<file path="config.mk">
export PLATFORM = sky130hd
export DESIGN_NAME = bcd_rtc_core
export DESIGN_NICKNAME = d
export VERILOG_FILES = /design/src/rtl/bcd_rtc_core.sv
export SDC_FILE = /design/constraint.sdc
export NUM_CORES = 1
export LEC_CHECK = 0
export CORE_UTILIZATION = 55
export CTS_CLUSTER_DIAMETER = 50
export DETAILED_ROUTE_END_ITERATION = 7
export PLACE_DENSITY = 0.82
export SYNTH_ARGS = -nofsm -noshare
export SYNTH_HDL_FRONTEND = slang
export SYNTH_SLANG_ARGS = --single-unit
</file>
<file path="constraint.sdc">
create_clock -name clk -period 3 [get_ports clk]
set_input_delay 0.75 -clock clk [delete_from_list [all_inputs] [get_ports clk]]
set_output_delay 0.75 -clock clk [all_outputs]
set_load 0.01 [all_outputs]
</file>
<file path="src/rtl/bcd_rtc_core.sv">
// bcd_rtc_core: BCD real-time clock with a prescaler, 12 h / 24 h modes,
// a validated time-load port, run/pause control and a one-cycle tick strobe.
// Optional alarm comparator is compiled in when RTC_ALARM_EN is defined.
module bcd_rtc_core #(
  parameter int TICK_DIV = 50000000,
  parameter int HOUR_24  = 0
) (
  input  logic       clk,
  input  logic       reset,
  input  logic       run,
  input  logic       load,
  input  logic [7:0] load_hour,
  input  logic [7:0] load_min,
  input  logic [7:0] load_sec,
  input  logic       load_pm,
`ifdef RTC_ALARM_EN
  input  logic       alarm_set,
  input  logic [7:0] alarm_hour,
  input  logic [7:0] alarm_min,
  input  logic       alarm_pm,
  input  logic       alarm_on,
  output logic       alarm,
`endif
  output logic [7:0] hour,
  output logic [7:0] min,
  output logic [7:0] sec,
  output logic       pm,
  output logic       tick,
  output logic       load_err
);

  localparam int            PW         = $clog2(TICK_DIV);
  localparam logic [PW-1:0] PRESC_LAST = PW'(TICK_DIV - 1);
  localparam logic [7:0]    HOUR_RST   = (HOUR_24 != 0) ? 8'h00 : 8'h12;

  function automatic logic bcd_ok(input logic [7:0] b);
    return (b[7:4] <= 4'd9) && (b[3:0] <= 4'd9);
  endfunction

  function automatic logic min_sec_ok(input logic [7:0] b);
    return bcd_ok(b) && (b <= 8'h59);
  endfunction

  // Valid BCD bytes order the same way as their decimal values.
  function automatic logic hour_ok(input logic [7:0] h);
    if (HOUR_24 != 0) return bcd_ok(h) && (h <= 8'h23);
    return bcd_ok(h) && (h >= 8'h01) && (h <= 8'h12);
  endfunction

  // Returns {carry, next} for a 00..59 BCD field.
  function automatic logic [8:0] inc_60(input logic [7:0] b);
    if (b == 8'h59) return {1'b1, 8'h00};
    if (b[3:0] == 4'd9) return {1'b0, b[7:4] + 4'd1, 4'd0};
    return {1'b0, b[7:4], b[3:0] + 4'd1};
  endfunction

  function automatic logic [7:0] inc_hour(input logic [7:0] h);
    if ((HOUR_24 != 0) && (h == 8'h23)) return 8'h00;
    if ((HOUR_24 == 0) && (h == 8'h12)) return 8'h01;
    if (h[3:0] == 4'd9) return {h[7:4] + 4'd1, 4'd0};
    return {h[7:4], h[3:0] + 4'd1};
  endfunction

  logic [PW-1:0] presc_p0;
  logic          wrap_p0;
  logic          load_ok_p0;
  logic          vld_p0;
  logic          alarm_err_p0;
  logic          c_sec_p0;
  logic          c_min_p0;
  logic [7:0]    nxt_sec_p0;
  logic [7:0]    nxt_min_p0;
  logic [7:0]    nxt_hour_p0;
  logic          nxt_pm_p0;

  // Stage p0: prescaler wrap detect, load validation and next-time computation.
  assign wrap_p0    = run && (presc_p0 == PRESC_LAST);
  assign load_ok_p0 = load && hour_ok(load_hour) && min_sec_ok(load_min) && min_sec_ok(load_sec);
  assign vld_p0     = wrap_p0 && !load_ok_p0;

  always_comb begin
    c_sec_p0    = 1'b0;
    c_min_p0    = 1'b0;
    nxt_sec_p0  = sec;
    nxt_min_p0  = min;
    nxt_hour_p0 = hour;
    nxt_pm_p0   = pm;
    {c_sec_p0, nxt_sec_p0} = inc_60(sec);
    if (c_sec_p0) begin
      {c_min_p0, nxt_min_p0} = inc_60(min);
      if (c_min_p0) begin
        nxt_hour_p0 = inc_hour(hour);
        if ((HOUR_24 == 0) && (hour == 8'h11)) nxt_pm_p0 = ~pm;
      end
    end
  end

  // Stage p1: registered prescaler, time fields and strobes.
  always_ff @(posedge clk or negedge reset) begin
    if (!reset) begin
      presc_p0 <= '0;
      sec      <= 8'h00;
      min      <= 8'h00;
      hour     <= HOUR_RST;
      pm       <= 1'b0;
      tick     <= 1'b0;
      load_err <= 1'b0;
    end else begin
      tick     <= vld_p0;
      load_err <= (load && !load_ok_p0) || alarm_err_p0;
      if (load_ok_p0) begin
        presc_p0 <= '0;
        sec      <= load_sec;
        min      <= load_min;
        hour     <= load_hour;
        pm       <= (HOUR_24 == 0) ? load_pm : 1'b0;
      end else if (run) begin
        presc_p0 <= wrap_p0 ? '0 : presc_p0 + PW'(1);
        if (wrap_p0) begin
          sec  <= nxt_sec_p0;
          min  <= nxt_min_p0;
          hour <= nxt_hour_p0;
          pm   <= nxt_pm_p0;
        end
      end
    end
  end

`ifdef RTC_ALARM_EN
  logic [7:0] al_hour;
  logic [7:0] al_min;
  logic       al_pm;
  logic       al_ok_p0;
  logic       al_match_p0;

  assign al_ok_p0     = alarm_set && hour_ok(alarm_hour) && min_sec_ok(alarm_min);
  assign alarm_err_p0 = alarm_set && !al_ok_p0;
  assign al_match_p0  = (nxt_sec_p0 == 8'h00) && (nxt_min_p0 == al_min) &&
                        (nxt_hour_p0 == al_hour) && ((HOUR_24 != 0) || (nxt_pm_p0 == al_pm));

  // Stage p1: stored alarm time and sticky alarm flag, raised only by a tick advance.
  always_ff @(posedge clk or negedge reset) begin
    if (!reset) begin
      al_hour <= HOUR_RST;
      al_min  <= 8'h00;
      al_pm   <= 1'b0;
      alarm   <= 1'b0;
    end else begin
      if (al_ok_p0) begin
        al_hour <= alarm_hour;
        al_min  <= alarm_min;
        al_pm   <= (HOUR_24 == 0) ? alarm_pm : 1'b0;
      end
      if (!alarm_on) alarm <= 1'b0;
      else if (vld_p0 && al_match_p0) alarm <= 1'b1;
    end
  end
`else
  assign alarm_err_p0 = 1'b0;
`endif

endmodule

</file>
==> metrics.txt <==
Synth area leader dfrtp_1; Final Worst Setup Slack 0.368 ns; CTS tree done; total track usage between 20 and 30%; final WL 8910 µm; Worst Setup End Kind flip-flop; static leakage 1.73 nW; dpl cell area about 4200 µm²; Fin Hold WS around 0.45 ns; RSZ-0062 raised after global routing false; first-pass iteration count of the detailed router 5; wire length per cell between 15 and 20 µm; ranking of synthesized cells by area dfrtp_1 37%, nand2_1 4.8%, o21ai_0 4.6%; die height between 80 and 90 µm; Worst-Margin Slew 0.646 ns; Synth top cells by count 51 x dfrtp_1, 45 x nand2_1, 34 x nor2_1; Post-CTS Hold Buffers 0; post-synthesis instance total between 400 and 500; GPL Wtd Cong 0.908; vias in the first global route roughly 3000; Synthesized Nets about 440; syn_area_per_cell 8.65 µm²; Final #Nets ~510; CTS Sinks 53; CP Launch Type input port; CTS Buffer Depth 2; critical path arrival ~2.9 ns; core region area roughly 6000 µm²; Synth top area share between 30% and 40%; PortBufs 55; Synth Register Bits 53; Finished Cell Area between 4000 and 5000 µm²; asr flop ratio synth between 90% and 100%; number of synthesized flops with an enable pin 0; Post-synth top flop dfrtp_1; post-synthesis cell area approximately 3500 µm²; Final Core Density between 70 and 80%; Slowest-stage cell, CP or4_1; Final ANT Viol Nets 0; clk_lat worst skew 0.32 ns; diode count 0; placed wire-length estimate 6720 µm; Die Area between 6000 and 7000 µm²; initial antenna violation count 0; Rel. slew slack between 50 and 60%; Hold Fails Final Rpt 0; Final Power around 1.7 mW; Worst Clk Skew about 0.0071 ns; Fmax achieved between 300 and 400 MHz; post-synthesis sequential area ratio a little under two fifths; CP Class input port to flip-flop; hold crit path type input port to asynchronous set/reset pin; Cells after DPL between 500 and 600; htree depth 2; Num CTS Buffers 5; crit path time final between 2 and 3 ns; pre-CTS setup slack about 0.05 ns; number of vias in the routed layout around 3400; setup violators final 0; Area Overhead vs Synth 25.3%; setup TNS 0 ns; Clock transition at path regs around 0.10 ns; CP cell instances clkdlybuf4s50_1 > a211oi_1 > o22ai_1 > nor2_1 > buf_4 > a21oi_4 > buf_12 > or4_1 > a21oi_1; top-count cell post-synth dfrtp_1; CP peak stage delay 0.50 ns; pin count of the biggest net entering global routing 37; total gr overflow 0; # resized after CTS 0; Critical Path Fanout Max 36; Post CTS Setup Buffer Count 0; Vias/cell 6.24; max_cap viols 0; Ports 56; pwr/cell area slightly below 400 nW/µm²; VDD IR-drop max around 0.00036 V; Synth cell types between 50 and 60; Worst EP required about 3.3 ns; first-pass GRT wire length between 10000 and 15000 µm; fin crit share 87.7%; Initial Util between 50 and 60%; num rows 28; share of cells above drive strength 1 9.53%; YS warnings 0; drt drc 0; initial DRC count around 270; chip width around 80 µm; status finished, final reports clean; Max Slew Vio Count 0; root buffer cell clkbuf_8; final cell count without fillers 547
==> final cells by class <==
type / count / area (µm²)
clock inverter: 2 / 37.5
fill: 448 / 1660
timing repair buffer: 76 / 753
multi-input combinational: 325 / 2040
inverter: 10 / 37.5
clock buffer: 6 / 82.6
tap: 75 / 93.8
sequential: 53 / 1330
==> placed cells by master, fill, tap and decap left out, types with 2 or more instances in the layout <==
cell             instances
buf_4                   17
nand4b_1                 3
and3_1                  10
nand2_1                 45
or4_1                   11
nor4_1                   4
nand4_1                 11
nor2_2                   2
mux2i_1                  7
nand3b_1                 5
xnor2_1                  3
nor3_1                   6
nor3b_1                  2
nor4_4                   3
nor2b_1                  7
clkdlybuf4s50_1         54
a21oi_1                 29
and2_1                   4
a31oi_1                 14
a211oi_1                 2
dfrtp_1                 51
inv_1                   10
dfstp_2                  2
or3_1                   14
nor4b_1                  4
and4_1                   4
nor4b_2                  2
nand3_1                 21
ha_1                    11
buf_12                   4
o21ai_1                  3
clkbuf_8                 6
a22oi_1                  3
nand2b_1                 2
o21ai_0                 32
nor2_1                  34
o31ai_1                  8
==> power by group <==
group	switching (mW)	leakage [nW]	internal, mW
logic	0.153	0.986	0.162
clock network	0.243	0.0574	0.271
registers	0.106	0.682	0.790
total	0.503	1.73	1.22
==> cell families (layout without fill, tap and decap cells) <==
group / Yosys count / after routing / synth area share [%]
flip-flops: 53 / 53 / 38.1
AO/OA/AOI/OAI: 100 / 100 / 16.9
buffers and inverters: 25 / 94 / 3.48
adder cells (fa/ha/maj): 11 / 11 / 3.95
multiplexers: 7 / 7 / 2.01
AND/OR/NAND/NOR: 203 / 203 / 34.6
XOR/XNOR: 4 / 4 / 1.01
==> final timing paths <==
path,cells after the start,endpoint,startpoint,slack [ns]
min in group clk,1,presc_p0[22],presc_p0[22],0.48
hold / removal,1,sec[3],reset,0.45
max in group asynchronous,2,presc_p0[6],reset,1.99
setup / recovery,9,presc_p0[25],load_hour[0],0.37
setup reg to reg,6,sec[1],presc_p0[0],0.66
hold reg to reg,1,presc_p0[22],presc_p0[22],0.48
==> registers in the layout (all words and copies together) (netlist names) <==
| signal | count |
|---|---|
| tick | 1 |
| hour | 8 |
| sec | 8 |
| pm | 1 |
| presc_p0 | 26 |
| min | 8 |
| load_err | 1 |
==> layer usage <==
| metal | wire length (µm) | part of all wire [%] | vias to the layer above | global-route usage, % |
|---|---|---|---|---|
| li1 | - | - | 1650 | - |
| met1 | 3910 | 44 | 1650 | 37.5 |
| met2 | 4330 | 49 | 109 | 48.1 |
| met3 | 586 | 6.6 | 6 | 4.33 |
| met4 | 75 | 0.84 | 0 | 7.19 |
| met5 | 0 | 0 | - | 0 |
==> worst max-delay path, delay by kind of cell <==
kind | cells | cell delay, ns
and+or+nand+nor | 2 | 0.62
AOI/OAI and AO/OA | 4 | 0.73
buffers and inverters | 3 | 0.76
Note: power is estimated with default switching activity, not from simulation.
==> edit 1 (same flow settings) <==
Change the parameter `TICK_DIV` from 50000000 to 12500000.
--- a/src/rtl/bcd_rtc_core.sv
+++ b/src/rtl/bcd_rtc_core.sv
@@ -3,5 +3,5 @@
 // Optional alarm comparator is compiled in when RTC_ALARM_EN is defined.
 module bcd_rtc_core #(
-  parameter int TICK_DIV = 50000000,
+  parameter int TICK_DIV = 12500000,
   parameter int HOUR_24  = 0
 ) (
Function: no difference found for any inputs over 10 cycles, from zero or initial values and one cycle with reset low; that may be too few to reach the edited logic, so the function may still have changed.
==> edit 1 against the original RTL <==
- count of clock-buffer cells in the layout decreased by 1
- maximum frequency increased by 0.75%
- critical path depth decreased by 2
- combinational power decreased by 12%
- via count decreased by 2.4%
- area after synthesis decreased by 6.0%
- sequential cell count decreased by 2
- wire length decreased by 0.31%
- power decreased by 6.3%
- global-route usage increased by 2.0 points
- setup slack improved by 0.020 ns
- final area decreased by 5.6%
- critical endpoint is now presc_p0[15]
- highest routed layer unchanged
==> edit 1: results (changes against the original RTL) <==
| Metric | Value |
|---|---|
| Post-DP HPWL | 6709 um (-0.17%) |
| Seq/Total Area, Yosys | 39.04% (+0.92 points) |
| Synthesized Nets | 419 (-5.4%) |
| Worst r2r dst | hour[2] |
| Placer congestion estimate | 0.9532 (+5.0%) |
| Reg2Reg Depth | 7 (+1) |
| Vias per Instance | 6.445 (+3.2%) |
| Slew HR | 49.97% (-6.5 points) |
| Largest register FFs | 24 (-7.7%) |
| Post-synth top cells | 49 x dfrtp_1, 43 x nor2_1, 35 x a21oi_1, 31 x nand2_1, 18 x nand3_1 |
| R2R Setup Slk | 0.39 ns (-0.27 ns) |
| Avg Cell Area, Syn | 8.643 um^2 (about the same) |
| First-pass GRT wire length | 14890 um (+2.9%) |
| Layout Cells excl Fill | 517 (-5.5%) |
| CP startpoint | load_hour[3] |
| Delay-heaviest family, CP | compound AO/OA/AOI/OAI gates |
| Share of cells above drive strength 1 | 9.438% (-0.096 points) |
| Yosys cell types | 53 (-5.4%) |
| Final nets | 484 (-5.3%) |
| Largest cells by area after synthesis | dfrtp_1 37%, a21oi_1 5.3%, nor2_1 4.9% |
| Vias in the first global route | 3073 (-0.55%) |
| Status | complete, no violations |
| DR iter-0 viols | 321 (+20%) |
| Filler cell count | 438 (-2.2%) |
| Pin count of the biggest net entering global routing | 22 (-41%) |
edit 1: kinds of logic (layout without fill, tap and decap cells):
logic type               Yosys count  after routing  synth area share (%)
multiplexers                       6              6                 1.872
XOR/XNOR                           9              9                 2.407
flip-flops                        51             51                 39.04
buffers and inverters             27             93                 3.323
adder cells (fa/ha/maj)           11             11                 4.202
AO/OA/AOI/OAI                     90             90                 16.88
AND/OR/NAND/NOR                  185            185                 32.28
edit 1: layout make-up:
cell class	count	area share [%]
repair buffers	76	17.35
flip-flops and latches	51	31.00
inverters	9	0.8189
clock buffers	5	1.668
clock inverters	3	1.062
multi-input cells	301	45.92
well taps	72	2.184
edit 1: power breakdown:
part           internal, uW  switching (uW)  leakage, uW
combinational           143             133     0.000888
sequential              750            99.0     0.000664
clock                   249             244    0.0000581
edit 1: worst min path at each step:
| stage | startpoint | endpoint | slack [ns] | cells after the start |
|---|---|---|---|---|
| final | reset | hour[7] | 0.34 | 1 |
| after global routing | reset | hour[7] | 0.34 | 1 |
| after CTS | reset | hour[6] | 0.35 | 1 |
| after detailed placement | presc_p0[23] | presc_p0[23] | 0.54 | 2 |
| after global placement | presc_p0[23] | presc_p0[23] | 0.53 | 2 |
| after floorplan | reset | hour[0] | 0.45 | 0 |
edit 1: stage by stage:
step	cell area [um^2]	util [%]	setup slack (ns)	power, uW
after floorplan	3276	-	0.6190	974.5
after global placement	4013	71.55	0.1651	1115
after detailed placement	4013	71.55	0.1002	1132
after CTS	4125	73.56	0.4094	1616
after global routing	4125	73.56	0.2236	1698
final	4125	73.56	0.3871	1618
edit 1: routing by layer:
layer | GRT usage [%] | vias to the layer above | routed length [um]
met3 | 4.253 | 17 | 596
met5 | 0 | - | 0
met1 | 40.15 | 1621 | 3738
li1 | - | 1552 | -
met4 | 8.545 | 0 | 131
met2 | 51.12 | 142 | 4414
==> edit 2 (same flow settings) <==
Without the edit above. Add an input register stage for `run`, `load`, `load_hour`, `load_min`, `load_sec` and `load_pm`, without a reset; this delays them by one clock. Comments in the files are not updated.
--- a/src/rtl/bcd_rtc_core.sv
+++ b/src/rtl/bcd_rtc_core.sv
@@ -33,4 +33,20 @@
   localparam logic [PW-1:0] PRESC_LAST = PW'(TICK_DIV - 1);
   localparam logic [7:0]    HOUR_RST   = (HOUR_24 != 0) ? 8'h00 : 8'h12;
+
+  logic run_q;
+  logic load_q;
+  logic [7:0] load_hour_q;
+  logic [7:0] load_min_q;
+  logic [7:0] load_sec_q;
+  logic load_pm_q;
+
+  always_ff @(posedge clk) begin
+    run_q       <= run;
+    load_q      <= load;
+    load_hour_q <= load_hour;
+    load_min_q  <= load_min;
+    load_sec_q  <= load_sec;
+    load_pm_q   <= load_pm;
+  end
 
   function automatic logic bcd_ok(input logic [7:0] b);
@@ -75,6 +91,6 @@
 
   // Stage p0: prescaler wrap detect, load validation and next-time computation.
-  assign wrap_p0    = run && (presc_p0 == PRESC_LAST);
-  assign load_ok_p0 = load && hour_ok(load_hour) && min_sec_ok(load_min) && min_sec_ok(load_sec);
+  assign wrap_p0    = run_q && (presc_p0 == PRESC_LAST);
+  assign load_ok_p0 = load_q && hour_ok(load_hour_q) && min_sec_ok(load_min_q) && min_sec_ok(load_sec_q);
   assign vld_p0     = wrap_p0 && !load_ok_p0;
 
@@ -108,12 +124,12 @@
     end else begin
       tick     <= vld_p0;
-      load_err <= (load && !load_ok_p0) || alarm_err_p0;
+      load_err <= (load_q && !load_ok_p0) || alarm_err_p0;
       if (load_ok_p0) begin
         presc_p0 <= '0;
-        sec      <= load_sec;
-        min      <= load_min;
-        hour     <= load_hour;
-        pm       <= (HOUR_24 == 0) ? load_pm : 1'b0;
-      end else if (run) begin
+        sec      <= load_sec_q;
+        min      <= load_min_q;
+        hour     <= load_hour_q;
+        pm       <= (HOUR_24 == 0) ? load_pm_q : 1'b0;
+      end else if (run_q) begin
         presc_p0 <= wrap_p0 ? '0 : presc_p0 + PW'(1);
         if (wrap_p0) begin
Formal check against the unedited RTL: not equivalent (Yosys sat finds a counterexample within 4 cycles, from zero or initial values and one cycle with reset low).
==> edit 2 against the original RTL <==
- the run now ends with design-rule violations left
- wire length decreased by 4.5%
- area after synthesis increased by 6.8%
- non-clock buffer count decreased by 10
- power increased by 32%
- setup slack got worse by 0.074 ns
- register-to-register slack got worse by 0.37 ns
- final area increased by 5.6%
- sequential cell count increased by 27
- critical path type is now reg2reg
- largest cell class is now registers
==> edit 2: results (changes against the original RTL) <==
| Metric | Value |
|---|---|
| Met1 WL | 3791 um (-3.1%) |
| Most frequent cell after synthesis | nor2_1 |
| DRC viols | 4 (+4) |
| 1st-pass router iterations | 6 (+1) |
| Proportion of synthesized area in mux cells | 2.991% (+0.98 points) |
| DR iter-0 viols | 270 (+1.1%) |
| Via Count | 3125 (-8.5%) |
| Cells after DPL | 521 (-3.3%) |
| GRT Overall Usage | 25.99% (-2.2 points) |
| Clk Latency, worst-skew pair | 0.35 ns (+0.03 ns) |
| Met2 Wirelength | 4065 um (-6.2%) |
| Status | finished, violations left |
| Synthesized Nets | 432 (-2.5%) |
| Asr flop ratio synth | 66.25% (-34 points) |
| Layout Cells excl Fill | 537 (-1.8%) |
| First-pass GRT wire length | 14520 um (+0.33%) |
| Worst clock skew | 0.007761 ns (+0.0006947 ns) |
| Share of cells above drive strength 1 | 7.391% (-2.1 points) |
| Cell count after synthesis | 392 (-2.7%) |
| CTS HTree Levels | 3 (+1) |
| DRT Wirelength | 8508 um (-4.5%) |
| Seq/Total Area, Yosys | 50.20% (+12 points) |
| CTS buffer count | 9 (+4) |
| Yosys cell types | 45 (-20%) |
| Pin count of the biggest net entering global routing | 54 (+46%) |
| Failing checks | design-rule violations |
| Synth Area in Adders | 3.696% (-0.25 points) |
| Clock slew at reported path FFs | 0.08 ns (-0.02 ns) |
==> edit 2: cell type report <==
type	instances	area (um^2)
well taps	77	96.34
clock buffers	13	191.4
repair buffers	66	628.1
fillers	474	1847
inverters	10	37.54
clock inverters	3	21.27
flip-flops and latches	80	1869
multi-input cells	288	1768
==> edit 2: final timing paths <==
path                          startpoint       to  slack, ns
min                        load_min_q[0]   min[0]       0.44
max reg2reg                 presc_p0[16]   min[7]       0.29
min reg2reg                load_min_q[0]   min[0]       0.44
min in group asynchronous          reset  hour[5]       0.52
max in group asynchronous          reset   sec[0]       2.01
max                         presc_p0[16]   min[7]       0.29
==> edit 2: critical path, stage by stage, from the launching register on <==
cell and delay, ns:
dfrtp_1 0.42, or4_1 0.55, or4_4 0.60, nor4_4 0.26
buf_4 0.19, nand4_1 0.11, or3_1 0.36, a21oi_1 0.14
==> edit 2: cell families after synthesis <==
group / after synthesis
compound gates: 72
mux: 11
simple gates: 172
buf+inv: 24
fa+ha+maj: 11
flops: 80
xor+xnor: 22
==> edit 2: stage by stage <==
step | utilization [%] | total power, uW
6_report | 71.41 | 2279
5_1_grt | 71.41 | 2371
4_1_cts | 71.41 | 2293
3_5_place_dp | 68.11 | 1482
3_3_place_gp | 68.11 | 1464
2_1_floorplan | - | 1354
==> edit 2: power breakdown <==
part           switching, uW  internal (uW)  total (uW)
logic                    112            125         237
clock network            393            425         818
registers               78.4           1150        1220
==> edit 2: metal layers <==
layer  GRT usage [%]  vias to the layer above
met1           34.40                     1496
met2           41.21                       93
met5               0                        -
met4           13.01                        0
met3           4.818                       13
li1                -                     1523
